===== config.mk =====
export PLATFORM = sky130hd
export DESIGN_NAME = bcd_serial_subtractor
export DESIGN_NICKNAME = d
export VERILOG_FILES = /design/src/rtl/bcd_pkg.sv /design/src/rtl/bcd_digit_sub.sv /design/src/rtl/bcd_serial_subtractor.sv
export SDC_FILE = /design/constraint.sdc
export NUM_CORES = 1
export LEC_CHECK = 0
export ABC_AREA = 1
export BUFFER_PORTS_ARGS = -buffer_cell sky130_fd_sc_hd__buf_4
export CORE_AREA = 2 2 75 77
export CTS_BUF_LIST = sky130_fd_sc_hd__clkbuf_16
export CTS_CLUSTER_SIZE = 14
export DETAILED_ROUTE_END_ITERATION = 16
export DIE_AREA = 0 0 77 79
export PLACE_DENSITY = 0.76
export SLEW_MARGIN = 20
export SYNTH_ARGS = -nofsm -noshare
export SYNTH_HDL_FRONTEND = slang
export SYNTH_HIERARCHICAL = 1
export SYNTH_SLANG_ARGS = --single-unit
export TNS_END_PERCENT = 1

===== constraint.sdc =====
create_clock -name clk -period 3.28 [get_ports clk]
set_input_delay 0.492 -clock clk [delete_from_list [all_inputs] [get_ports clk]]
set_output_delay 0.492 -clock clk [all_outputs]
set_load 0.01 [all_outputs]

===== src/rtl/bcd_pkg.sv =====
// Shared constants, FSM state type and digit helper for the BCD serial subtractor.
package bcd_pkg;

    localparam int         BCD_W    = 4;
    localparam logic [3:0] BCD_NINE = 4'd9;
    localparam logic [3:0] BCD_SIX  = 4'd6;

    typedef enum logic [1:0] {
        IDLE,
        SUB,
        CPL,
        DONE
    } state_t;

    // True when the nibble is a legal decimal digit.
    function automatic logic is_bcd(input logic [3:0] digit);
        return (digit <= BCD_NINE);
    endfunction

endpackage


===== src/rtl/bcd_digit_sub.sv =====
// Single-digit BCD subtract stage: x + (9 - y) + cin, decimal-corrected.
// Shared by the subtract pass and the ten's-complement (CPL) pass.
module bcd_digit_sub
    import bcd_pkg::*;
(
    input  logic [3:0] x,
    input  logic [3:0] y,
    input  logic       cin,
    output logic [3:0] digit,
    output logic       cout
);

    logic [3:0] y_nine;
    logic [4:0] sum;

    // Nines-complement add with +6 correction whenever the raw sum passes 9.
    always_comb begin
        y_nine = BCD_NINE - y;
        sum    = {1'b0, x} + {1'b0, y_nine} + {4'b0000, cin};
        if (sum > 5'd9) begin
            digit = sum[3:0] + BCD_SIX;
            cout  = 1'b1;
        end else begin
            digit = sum[3:0];
            cout  = 1'b0;
        end
    end

endmodule


===== src/rtl/bcd_serial_subtractor.sv =====
// Digit-serial BCD subtractor, D = A - B - bin, least-significant digit first.
// Optional sign/magnitude output enabled by `define BCD_SUB_SIGN_MAG_EN.
module bcd_serial_subtractor
    import bcd_pkg::*;
#(
    parameter int DIGITS = 4
) (
    input  logic                  clk,
    input  logic                  rst_n,
    input  logic                  in_valid,
    output logic                  in_ready,
    input  logic [4*DIGITS-1:0]   a,
    input  logic [4*DIGITS-1:0]   b,
    input  logic                  bin,
    output logic                  out_valid,
    input  logic                  out_ready,
    output logic [4*DIGITS-1:0]   d,
    output logic                  bout,
    output logic                  neg,
    output logic                  err
);

    localparam int W  = BCD_W * DIGITS;
    localparam int CW = (DIGITS > 1) ? $clog2(DIGITS) : 1;

    state_t          state_q;
    logic [CW-1:0]   cnt_q;
    logic [W-1:0]    a_q;
    logic [W-1:0]    b_q;
    logic [W-1:0]    d_q;
    logic            c_q;
    logic            in_ready_q;
    logic            out_valid_q;
    logic            bout_q;
    logic            err_q;

    logic [3:0]      stage_x;
    logic [3:0]      stage_y;
    logic [3:0]      stage_digit;
    logic            stage_cout;
    logic [W-1:0]    d_shift_d;
    logic            err_d;
    logic            last_digit;

    // In CPL the stage computes 0 - d digit by digit, re-reading d from its own shift register.
    always_comb begin
        if (state_q == CPL) begin
            stage_x = '0;
            stage_y = d_q[3:0];
        end else begin
            stage_x = a_q[3:0];
            stage_y = b_q[3:0];
        end
        d_shift_d = d_q >> BCD_W;
        d_shift_d[W-1 -: BCD_W] = stage_digit;
        last_digit = (cnt_q == CW'(DIGITS - 1));
    end

    // Flag any non-decimal digit in either incoming operand.
    always_comb begin
        err_d = 1'b0;
        for (int unsigned i = 0; i < DIGITS; i++) begin
            err_d = err_d | ~is_bcd(a[4*i +: 4]) | ~is_bcd(b[4*i +: 4]);
        end
    end

    bcd_digit_sub u_digit (
        .x     (stage_x),
        .y     (stage_y),
        .cin   (c_q),
        .digit (stage_digit),
        .cout  (stage_cout)
    );

`ifdef BCD_SUB_SIGN_MAG_EN
    logic neg_q;
`endif

    // Control FSM plus operand/result shift registers and the decimal carry.
    always_ff @(posedge clk) begin
        if (!rst_n) begin
            state_q     <= IDLE;
            cnt_q       <= '0;
            a_q         <= '0;
            b_q         <= '0;
            d_q         <= '0;
            c_q         <= 1'b0;
            in_ready_q  <= 1'b1;
            out_valid_q <= 1'b0;
            bout_q      <= 1'b0;
            err_q       <= 1'b0;
`ifdef BCD_SUB_SIGN_MAG_EN
            neg_q       <= 1'b0;
`endif
        end else begin
            case (state_q)
                IDLE: begin
                    if (in_valid) begin
                        a_q        <= a;
                        b_q        <= b;
                        c_q        <= ~bin;
                        cnt_q      <= '0;
                        err_q      <= err_d;
                        bout_q     <= 1'b0;
                        in_ready_q <= 1'b0;
`ifdef BCD_SUB_SIGN_MAG_EN
                        neg_q      <= 1'b0;
`endif
                        state_q    <= SUB;
                    end
                end
                SUB: begin
                    a_q   <= a_q >> BCD_W;
                    b_q   <= b_q >> BCD_W;
                    d_q   <= d_shift_d;
                    c_q   <= stage_cout;
                    cnt_q <= cnt_q + CW'(1);
                    if (last_digit) begin
                        bout_q <= ~stage_cout;
`ifdef BCD_SUB_SIGN_MAG_EN
                        if (!stage_cout) begin
                            // Negative result: second pass forms 0 - d with carry preset to 1.
                            c_q     <= 1'b1;
                            cnt_q   <= '0;
                            state_q <= CPL;
                        end else begin
                            out_valid_q <= 1'b1;
                            state_q     <= DONE;
                        end
`else
                        out_valid_q <= 1'b1;
                        state_q     <= DONE;
`endif
                    end
                end
`ifdef BCD_SUB_SIGN_MAG_EN
                CPL: begin
                    d_q   <= d_shift_d;
                    c_q   <= stage_cout;
                    cnt_q <= cnt_q + CW'(1);
                    if (last_digit) begin
                        neg_q       <= 1'b1;
                        out_valid_q <= 1'b1;
                        state_q     <= DONE;
                    end
                end
`endif
                DONE: begin
                    if (out_ready) begin
                        out_valid_q <= 1'b0;
                        in_ready_q  <= 1'b1;
                        state_q     <= IDLE;
                    end
                end
                default: begin
                    state_q     <= IDLE;
                    in_ready_q  <= 1'b1;
                    out_valid_q <= 1'b0;
                end
            endcase
        end
    end

    assign in_ready  = in_ready_q;
    assign out_valid = out_valid_q;
    assign d         = d_q;
    assign bout      = bout_q;
    assign err       = err_q;
`ifdef BCD_SUB_SIGN_MAG_EN
    assign neg       = neg_q;
`else
    assign neg       = 1'b0;
`endif

endmodule


---- After elaboration in Yosys (flattened, before gate mapping) ----
Cells that the tools add are included.
Widths: inputs -> output; s select.
word-level totals
  bits in registers ....................... 57
  bits of input ports ..................... 37
  output and inout port bits .............. 21
cells by class
  add/subtract/negate cells ............... 5
  $lt $le $gt $ge ......................... 9
  equality and inequality tests ........... 7
  mux-type cells .......................... 24
  bitwise logic cells ..................... 19
  reduce and logical (&&, ||, !) cells .... 8
operator list
  operator             number
  $pmux 16 s2          2
  $le 4x4->1 const B   8
  $mux 16              2
  $mux 4               3
  $not 1->1            12
  $reduce_and 3->1     4
  $mux 2               4
  $mux 1               7
  $or 1x1->1           7
  $eq 2x2->1 const B   3
  $ne 2x2->1 const B   3
  $pmux 1 s3           2
  $pmux 2 s3           1
  $add 4x4->5          1
  $add 5x1->5          1
  $gt 5x4->1 const B   1
  $add 4x3->4 const B  1
  $pmux 1 s2           2
  $pmux 2 s2           1
  $reduce_and 2->1     2
  $sub 4x4->4 const A  1
  $add 2x1->2 const B  1
  $eq 2x1->1 const B   1
  $logic_not 2->1      1
  $reduce_bool 2->1    1

---- Logic depth before layout (Yosys ltp) ----
Gate-level depths: netlist of run 1.
  depth after elaboration ................. 10
  depth in mapped cells ................... 20
  mapped depth without buffers ............ 20

---- Hierarchy ----
Netlist of run 1, hierarchy kept.
by module, submodules not included
  module                 instances  cells each  area an instance (um^2)  sequential area each (um^2)
  bcd_serial_subtractor  1          324         2362.3                   1141.1
  bcd_digit_sub          1          55          361.6                    0.0

---- Worst setup path after synthesis of run 1 ----
Ideal clock, no wire load.
  path type ............................... register to register
  start ................................... register state_q[1]
  end ..................................... register c_q
  library setup time ...................... 0.132 ns
  data arrival time ....................... 2.654 ns
  required time ........................... 3.148 ns
  path slack .............................. 0.494 ns
  cell stages (with the launch flop) ...... 19
  buffers on the path ..................... 0
  clock period less this slack ............ 2.786 ns
  cell sequence ........................... dfxtp_1 > inv_2 > nor2_2 > inv_1 > nand2_1 > nand2_1 > fa_1 > inv_2 > fa_1 > inv_1 > ha_1 > nand2_1 > a21boi_4 > nand2_4 > nand2_4 > nor2_1 > a21oi_1 > nand2_1 > a21oi_1
between the ends
  word-level cells in the longest chain between the ends .. 8
  elaborated cells on any way between the ends .. 14
  those cells by class .................... add/sub: 3; order compare: 1; eq/ne: 3; mux: 4; reduce/logical: 3
RTL lines
  element                   RTL line                      RTL
  start: declaration        bcd_serial_subtractor.sv:26   state_t state_q;
  start signal: assignment  bcd_serial_subtractor.sv:82   state_q <= IDLE;
  start signal: assignment  bcd_serial_subtractor.sv:109  state_q <= SUB;
  start signal: assignment  bcd_serial_subtractor.sv:132  state_q <= DONE;
  $eq 2x2->1                bcd_serial_subtractor.sv:47   if (state_q == CPL) begin
  $mux 4                    bcd_serial_subtractor.sv:47
  named net stage_y[0]      bcd_serial_subtractor.sv:38   logic [3:0] stage_y;
  $sub 4x4->4               bcd_digit_sub.sv:18           y_nine = BCD_NINE - y;
  $add 4x4->5               bcd_digit_sub.sv:19           sum = {1'b0, x} + {1'b0, y_nine} + {4'b0000, cin};
  $add 5x1->5               bcd_digit_sub.sv:19
  $gt 5x4->1                bcd_digit_sub.sv:20           if (sum > 5'd9) begin
  $mux 1                    bcd_digit_sub.sv:20
  named net stage_cout      bcd_serial_subtractor.sv:40   logic stage_cout;
  $pmux 1 s2                bcd_serial_subtractor.sv:96   case (state_q)
  end signal: assignment    bcd_serial_subtractor.sv:101  c_q <= ~bin;
  end signal: assignment    bcd_serial_subtractor.sv:116  c_q <= stage_cout;
  end: declaration          bcd_serial_subtractor.sv:31   logic c_q;
The timed path passes the listed nets, and every way through them passes these cells.
A chain may end at the register's enable or synchronous reset.

---- Final worst setup path of run 1 ----
Same ends and word-level chain as after synthesis.

==> results_dict.tcl, run 1 <==
set metrics [dict create \
    status "completed" \
    xor_and_xnor_fraction_of_the_mapped_netlist_area 0.00322 \
    tightestPinTransition_ps 718 \
    post_route_cells_drive_above_1_share 0.196 \
    fin_max_slew_vios 0 \
    largest_net_degree_at_the_start_of_global_routing 52 \
    aggregate_routed_wire_length_um 6180 \
    hpwlAfterDp_um 4230 \
    synthesis.nets 424 \
    antenna_found_initial 0 \
    final_worst_path_period_share 0.919 \
    netlist_instances 379 \
    overflow 0 \
    share_clk_of_total_power 0.381 \
    fp.dieArea_um2 6080 \
    first_global_vias 2474 \
    globalRouteTotalUtil 0.219 \
    fp.dieW_um 77 \
    hold_buffers 0 \
    final-hold-violation-count 0 \
    startpoint_type "flip-flop" \
    required_ps 3460 \
    nNetsFinal 471 \
    wl_per_cell_um 12.4 \
    syn-mean-instance-area_um2 7.19 \
    area.growth.synth_to_final_pct 23.7 \
    numClockSinks 57 \
    drt-pass1-iter-count 4 \
    timing_worst_setup_path_type "reg2reg" \
    tritoncts "yes" \
    fillerInstances 499 \
    power_switching_share 0.286 \
    number_of_top_level_design_ports 58 \
    synthMuxAreaShare 0 \
    numCtsBuffers 9 \
    arrival_ps 3190 \
    worst_ir_drop_vdd_mv 0.348 \
    dp_slack_ps 211 \
    antennaDiodeCount 0 \
    postSynthRegisterBits 57 \
    post_layout_nonfiller_instances 500 \
    share_comb_of_total_power 0.222 \
    synth.distinct_cells 27 \
    die_height_um 79 \
    fin_worst_hold_slack_ps 438 \
    total_number_of_vias 2593 \
    io_buffer_count 56 \
    gp_congestion 0.808 \
    post_synth_fa_ha_maj_area_fraction 0.0423 \
    synth_simple_gate_area_frac 0.266 \
    clk_root_buffer_cell "clkbuf_16" \
    internal_power_mw 1.42 \
    placeableCoreArea_um2 5340 \
    critPathCaptureType "flip-flop" \
    drtAntennaViolNets 0 \
    place_inst 487 \
    finalClockSkew_ps 6.77 \
    synth_top_family_by_area "simple AND/OR/NAND/NOR gates" \
    maxClockFrequency_mhz 332 \
    starting_drt_drc_count 138 \
    h-tree-depth 3 \
    setup_tns_ps 0 \
    post_drt_via_cell_ratio 5.19 \
    finalWorstSetupSlack_ps 267 \
    initial_utilization 0.510 \
    leakagePower_nw 1.54 \
    worst_setup_hold_path_clk_slew_ps 50 \
    post-route-drc-count 0 \
    grt_first_pass_wirelength_um 10600 \
    worst_slew_margin_rel 0.521 \
    hold_path.class "in2reg" \
    clock_path_buffers 2 \
    mappedNetlistArea_um2 2720 \
    fin_crit_ps 3010 \
    sequentialPowerShare 0.396 \
    clock_insertion_delay_worst_skew_ps 320 \
    synth.yosys.warnings 6 \
    synth-compound-area-share 0.189 \
    setup_viol 0 \
    unrepaired_setup_endpoints_after_global_routing "false" \
    maxCapViolCount 0 \
    placement_row_count 27 \
    share_of_the_yosys_chip_area_belonging_to_registers 0.419 \
    switchingPower_uw 568 \
    crit_path_max_fanout 7 \
    p_per_area_nw_per_um2 590 \
]
-- synthesized netlist by cell type (all sizes together) --
cell	instances	share of area
o21ai	48	0.088
dfxtp	57	0.42
o21a	2	0.0055
inv	26	0.036
a21oi	15	0.029
nand3	14	0.030
xor2	1	0.0032
a21boi	1	0.0069
clkbuf	6	0.0087
o22ai	2	0.0046
fa	2	0.015
a31oi	24	0.055
nor2	46	0.064
ha	6	0.028
nand2	113	0.17
conb	1	0.0014
buf	15	0.034
-- power by group through the flow --
stage / logic (mW) / clock network, mW / registers [mW]
2_1_floorplan: 0.314 / 0 / 0.802
5_1_grt: 0.508 / 0.799 / 0.793
4_1_cts: 0.444 / 0.767 / 0.788
3_3_place_gp: 0.429 / 0 / 0.798
6_report: 0.442 / 0.758 / 0.788
3_5_place_dp: 0.441 / 0 / 0.800
-- path summary, 6_finish.rpt --
kind,startpoint,to,slack (ps),depth (start not counted)
max,state_q[1],c_q,270,18
min,b[12],b_q[12],440,3
max reg2reg,state_q[1],c_q,270,18
min reg2reg,a_q[12],a_q[12],460,2
-- cells by family (layout without fill, tap and decap cells) --
kind of cell	count (synthesis)	count (layout)
adder cells (fa/ha/maj)	8	8
XOR/XNOR	1	1
flip-flops	57	57
other	1	1
AND/OR/NAND/NOR	173	173
buffers and inverters	47	96
AO/OA/AOI/OAI	92	92
-- per-stage QoR --
stage / utilization / cell area [µm²] / total power, mW
floorplan: - / 2720 / 1.12
global placement: 0.585 / 3120 / 1.23
detailed placement: 0.585 / 3120 / 1.24
CTS: 0.631 / 3370 / 2.00
global route: 0.632 / 3370 / 2.10
finish: 0.632 / 3370 / 1.99
-- cell type report --
class	instances	area [µm²]	share of cell area
repair buffers	57	428	0.127
multi-input cells	275	1370	0.407
clock buffers	9	225	0.0668
flip-flops and latches	57	1140	0.339
well taps	72	90.1	0.0267
inverters	26	97.6	0.0290
clock inverters	4	16.3	0.00483
-- sequential cells by signal, summed over array words and instances, names as in the netlist --
name	cells
a_q	16
b_q	16
d	16
cnt_q	2
state_q	2
bout	1
c_q	1
err	1
in_ready	1
out_valid	1
-- what timing repair did --
action                                  4_1_cts  5_1_grt
endpoints found under the setup margin        0        4
setup buffers                                 0        0
gates resized for setup                       0        1
-- cells in the final DEF, fill, tap and decap left out, drive strengths merged --
cell type / instances
xor2: 1
nand3: 14
clkbuf: 9
clkinv: 2
o21ai: 48
conb: 1
nor2: 46
a21oi: 15
a31oi: 24
o21a: 2
a21boi: 1
buf: 57
fa: 2
dfxtp: 57
inv: 28
ha: 6
nand2: 113
o22ai: 2
-- metal layers --
| layer | wire length [µm] | global-route usage |
|---|---|---|
| met5 | 0 | 0 |
| met4 | 150 | 0.113 |
| met3 | 220 | 0.0398 |
| met2 | 2930 | 0.369 |
| met1 | 2880 | 0.268 |
-- worst max-delay path, cell delays in order (launching register included) --
cell and delay [ps]:
dfxtp_1 380, inv_2 90, nor2_4 170, inv_1 110
nand2_1 70, nand2_1 70, fa_1 430, inv_2 80
fa_1 460, inv_1 110, ha_1 200, nand2_1 70
a21boi_4 140, nand2_4 90, nand2_4 60, nor2_1 140
a21oi_1 60, nand2_1 70, a21oi_1 70
Note: power is estimated with default switching activity, not from simulation.
==> run 2: changes to the inputs <==
RECOVER_POWER = 50   (was not set)
==> results_dict.tcl, run 2 (synthesis results as in run 1) <==
set metrics [dict create \
    design_area_um2 3300 \
    nNetsFinal 471 \
    reg2reg_setup_slack_ps 260 \
    globalRouteTotalUtil 0.219 \
    post_route_cells_drive_above_1_share 0.145 \
    place_inst 487 \
    fp.dieArea_um2 6080 \
    antennaDiodeCount 0 \
    hold_path_depth 3 \
    arrival_ps 3200 \
    post-route-util 0.617 \
    gp_congestion 0.808 \
    placement_row_count 27 \
    hold_path.class "in2reg" \
    clock_path_buffers 2 \
    post_dp_cell_area_um2 3120 \
    setup_viol 0 \
    grt_first_pass_wirelength_um 10600 \
    hpwlAfterDp_um 4230 \
    first_global_vias 2474 \
    clk_root_buffer_cell "clkbuf_16" \
    post_drt_via_cell_ratio 5.19 \
    largest_net_degree_at_the_start_of_global_routing 52 \
    mostFrequentLayoutCells "nand2_1 (106), dfxtp_1 (57), nor2_1 (45)" \
    initial_utilization 0.510 \
    fin_crit_ps 3020 \
    maxClockFrequency_mhz 331 \
    area.growth.synth_to_final_pct 21.0 \
    tritoncts "yes" \
    required_ps 3460 \
    unrepaired_setup_endpoints_after_global_routing "false" \
    aggregate_routed_wire_length_um 6150 \
    h-tree-depth 3 \
    worst_ir_drop_vdd_mv 0.346 \
    placeableCoreArea_um2 5340 \
    worst_setup_hold_path_clk_slew_ps 50 \
    antenna_found_initial 0 \
    fin_max_slew_vios 0 \
    critical_path.reg2reg.endpoint "c_q" \
    timing.reg2reg.worst_path_depth 18 \
    finalWorstSetupSlack_ps 263 \
    starting_drt_drc_count 115 \
    maxCapViolCount 0 \
    final_worst_path_period_share 0.920 \
    clock_insertion_delay_worst_skew_ps 320 \
    overflow 0 \
    critical_path.reg2reg.startpoint "state_q[1]" \
    leakagePower_nw 1.46 \
    io_buffer_count 56 \
    total_number_of_vias 2594 \
    tightestPinTransition_ps 1300 \
    critPathCaptureType "flip-flop" \
    p_per_area_nw_per_um2 598 \
    final-hold-violation-count 0 \
    post_layout_nonfiller_instances 500 \
    crit_path_max_fanout 7 \
    worst_slew_margin_rel 0.133 \
    setup_tns_ps 0 \
    fillerInstances 523 \
    number_of_top_level_design_ports 58 \
    drt-pass1-iter-count 4 \
    finalClockSkew_ps 6.38 \
    most_common_library_cell_in_the_layout_ignoring_fill_and_taps "nand2_1" \
    drtAntennaViolNets 0 \
    min_from "b[12]" \
    dp_slack_ps 211 \
    fp.dieW_um 77 \
    timing_worst_setup_path_type "reg2reg" \
    numClockSinks 57 \
    wl_per_cell_um 12.3 \
    startpoint_type "flip-flop" \
    die_height_um 79 \
    min_delay_worst_endpoint "b_q[12]" \
    status "completed" \
    post-route-drc-count 0 \
    numCtsBuffers 9 \
]
-- run 2: cell types whose count changed in the layout (fill, tap and decap cells not counted) --
cell / before / now
buf_4: 57 / 37
clkbuf_1: 0 / 20
inv_1: 22 / 24
inv_2: 6 / 4
-- run 2: report_power, final --
group	switching [mW]	internal, mW
registers	0.0350	0.752
clock network	0.275	0.484
logic	0.259	0.167
-- run 2: stage by stage --
| step | hold WS (ps) | total power [mW] |
|---|---|---|
| 3_5_place_dp | 454 | 1.24 |
| 5_1_grt | 448 | 2.08 |
| 3_3_place_gp | 445 | 1.23 |
| 6_report | 437 | 1.97 |
| 4_1_cts | 436 | 2.00 |
| 2_1_floorplan | 429 | 1.12 |
-- run 2: worst max path at each step --
stage                     slack, ps  startpoint  endpoint  cells past startpoint
after floorplan                 490  state_q[1]       c_q                     18
final                           260  state_q[1]       c_q                     18
after global placement          350  state_q[1]       c_q                     18
after CTS                       160  state_q[1]       c_q                     18
after detailed placement        210  state_q[1]       c_q                     18
after global routing             20  state_q[1]       c_q                     18
-- run 2: worst max-delay path, stage by stage, from the launching register on --
cell and delay [ps]:
dfxtp_1 380, inv_2 90, nor2_4 170, inv_1 110, nand2_1 70, nand2_1 70
fa_1 430, inv_2 80, fa_1 460, inv_1 110, ha_1 200, nand2_1 70
a21boi_4 140, nand2_4 90, nand2_4 60, nor2_1 140, a21oi_1 60, nand2_1 70
a21oi_1 70
-- run 2: cell type report --
cell class	instances	area [µm²]	area share
clock buffer	9	225	0.0683
clock inverter	4	16.3	0.00494
inverter	26	97.6	0.0296
multi-input combinational	275	1370	0.416
sequential	57	1140	0.346
tap	72	90.1	0.0273
timing repair buffer	57	353	0.107
-- run 2: layer usage --
metal  vias up  routed length, µm  GRT usage
met3        14                236     0.0398
li1       1340                  -          -
met1      1175               2900      0.268
met4         0                155      0.113
met2        65               2860      0.369
met5         -                  0          0
-- run 2: timing repair --
action	CTS	global route
resized for setup	0	1
setup endpoints to repair	0	4
hold buffers	0	0
setup buffers	0	0
==> run 3: changes to the inputs <==
CELL_PAD_IN_SITES_DETAIL_PLACEMENT = 0   (was not set)
CELL_PAD_IN_SITES_GLOBAL_PLACEMENT = 1   (was not set)
CORE_AREA = 2 2 88 90   (was 2 2 75 77)
DIE_AREA = 0 0 90 92   (was 0 0 77 79)
GPL_TIMING_DRIVEN = 0   (was not set)
PLACE_DENSITY = not set   (was 0.76)
PLACE_DENSITY_LB_ADDON = 0.1   (was not set)
==> results_dict.tcl, run 3 (synthesis results as in run 1) <==
set metrics [dict create \
    globalRouteTotalUtil 0.187 \
    share_clk_of_total_power 0.440 \
    cpLargestDelayFamily "adder cells" \
    reg2reg_setup_slack_ps 290 \
    setup_viol 0 \
    antennaDiodeCount 0 \
    first_global_vias 2562 \
    hold_path.class "in2reg" \
    h-tree-depth 3 \
    post-route-util 0.478 \
    fp.dieArea_um2 8280 \
    post-route-drc-count 0 \
    die_height_um 92 \
    internal_power_mw 1.59 \
    leakagePower_nw 1.59 \
    tightestPinTransition_ps 558 \
    starting_drt_drc_count 96 \
    status "completed" \
    numClockSinks 57 \
    most_common_library_cell_in_the_layout_ignoring_fill_and_taps "nand2_1" \
    worst_slew_margin_rel 0.628 \
    initial_utilization 0.366 \
    crit_path_max_fanout 6 \
    overflow 0 \
    switchingPower_uw 630 \
    total_number_of_vias 2620 \
    area.growth.synth_to_final_pct 30.6 \
    unrepaired_setup_endpoints_after_global_routing "false" \
    arrival_ps 3170 \
    nNetsFinal 494 \
    critical_path.cell_chain "inv_1 -> nor2_4 -> inv_1 -> nand2_1 -> nand2_1 -> fa_1 -> inv_2 -> fa_1 -> inv_1 -> ha_2 -> nand2_1 -> a21boi_4 -> nand2_4 -> nand2_4 -> nor2_2 -> a21oi_1 -> nand2_1 -> a21oi_1" \
    place_inst 536 \
    critPathCaptureType "flip-flop" \
    drt-pass1-iter-count 6 \
    final-hold-violation-count 0 \
    io_buffer_count 55 \
    crit_buf_inv 4 \
    fp.dieW_um 90 \
    setup_tns_ps 0 \
    placement_row_count 32 \
    maxClockFrequency_mhz 335 \
    sequentialPowerShare 0.353 \
    post_drt_via_cell_ratio 4.71 \
    design_area_um2 3560 \
    drtAntennaViolNets 0 \
    clock_path_buffers 2 \
    clk_root_buffer_cell "clkbuf_16" \
    tritoncts "yes" \
    worst_path_most_repeated_cell "nand2_1" \
    fillerInstances 821 \
    power_switching_share 0.283 \
    worst_ir_drop_vdd_mv 0.302 \
    numCtsBuffers 9 \
    slowest_stage "fa_1" \
    timing_worst_setup_path_type "reg2reg" \
    largest_net_degree_at_the_start_of_global_routing 11 \
    p_per_area_nw_per_um2 625 \
    finalClockSkew_ps 4.85 \
    maxCapViolCount 0 \
    worst_setup_hold_path_clk_slew_ps 50 \
    mostFrequentLayoutCells "nand2_1 (108), buf_4 (56), dfxtp_1 (56)" \
    grt_first_pass_wirelength_um 12200 \
    final_worst_path_period_share 0.911 \
    share_comb_of_total_power 0.207 \
    post_route_cells_drive_above_1_share 0.194 \
    placeableCoreArea_um2 7450 \
    antenna_found_initial 0 \
    wl_per_cell_um 13.0 \
    aggregate_routed_wire_length_um 7210 \
    fin_max_slew_vios 0 \
    required_ps 3470 \
    startpoint_type "flip-flop" \
    max_stage_delay_ps 460 \
    clock_insertion_delay_worst_skew_ps 320 \
    post_dp_cell_area_um2 3260 \
    number_of_top_level_design_ports 58 \
    fin_crit_ps 2990 \
    hpwlAfterDp_um 5330 \
    gp_congestion 0.730 \
    post_layout_nonfiller_instances 556 \
]
## run 3: changes by cell type in the layout (fill, tap and decap cells not counted), moves of 5 or more
| cell | before | now |
|---|---|---|
| buf_4 | 37 | 56 |
| buf_2 | 0 | 5 |
| o21ai_0 | 25 | 30 |
| o21ai_1 | 23 | 18 |
## run 3: final timing paths
| kind | startpoint | endpoint | cells past startpoint |
|---|---|---|---|
| min reg2reg | cnt_q[0] | cnt_q[0] | 1 |
| max reg2reg | state_q[1] | c_q | 18 |
| min | b[12] | b_q[12] | 3 |
| max | state_q[1] | c_q | 18 |
## run 3: what timing repair did
action                     4_1_cts  5_1_grt
hold buffers                     0        0
setup endpoints to repair        0        5
gates resized for setup          0        7
buffers inserted                 0        4
## run 3: area by class of cell
class / instances / area [µm²] / share of cell area
Sequential cell: 57 / 1140 / 0.321
Inverter: 26 / 97.6 / 0.0274
Buffer: 21 / 96.3 / 0.0271
Multi-Input combinational cell: 275 / 1360 / 0.383
Timing Repair Buffer: 59 / 420 / 0.118
Clock inverter: 7 / 86.3 / 0.0243
Clock buffer: 9 / 225 / 0.0633
Tap cell: 102 / 128 / 0.0359
## run 3: metal layers
metal | global-route usage | up-vias | share of wire
li1 | - | 1381 | -
met1 | 0.250 | 1188 | 0.51
met2 | 0.295 | 44 | 0.43
met3 | 0.0509 | 7 | 0.047
met4 | 0.0577 | 0 | 0.013
met5 | 0 | - | 0
## run 3: worst register-to-register path: stages, from the launching register on
cell and delay (ps):
dfxtp_2 350, inv_1 80, nor2_4 190, inv_1 100
nand2_1 70, nand2_1 90, fa_1 450, inv_2 90
fa_1 460, inv_1 100, ha_2 190, nand2_1 50
a21boi_4 140, nand2_4 90, nand2_4 60, nor2_2 150
a21oi_1 60, nand2_1 70, a21oi_1 60
## run 3: per-stage QoR
| step | total power [mW] | setup slack (ps) | hold slack (ps) |
|---|---|---|---|
| floorplan | 1.12 | 494 | 429 |
| global placement | 1.27 | 47.6 | 452 |
| detailed placement | 1.27 | 64.4 | 449 |
| CTS | 2.26 | 15.9 | 425 |
| global route | 2.35 | 29.9 | 436 |
| finish | 2.22 | 293 | 436 |
## run 3: power groups by stage
stage               combinational (mW)  sequential, mW  clock, mW
floorplan                        0.314           0.802          0
global placement                 0.466           0.800          0
detailed placement               0.465           0.801          0
CTS                              0.470           0.787       1.00
global route                     0.532           0.792       1.03
finish                           0.461           0.785      0.978
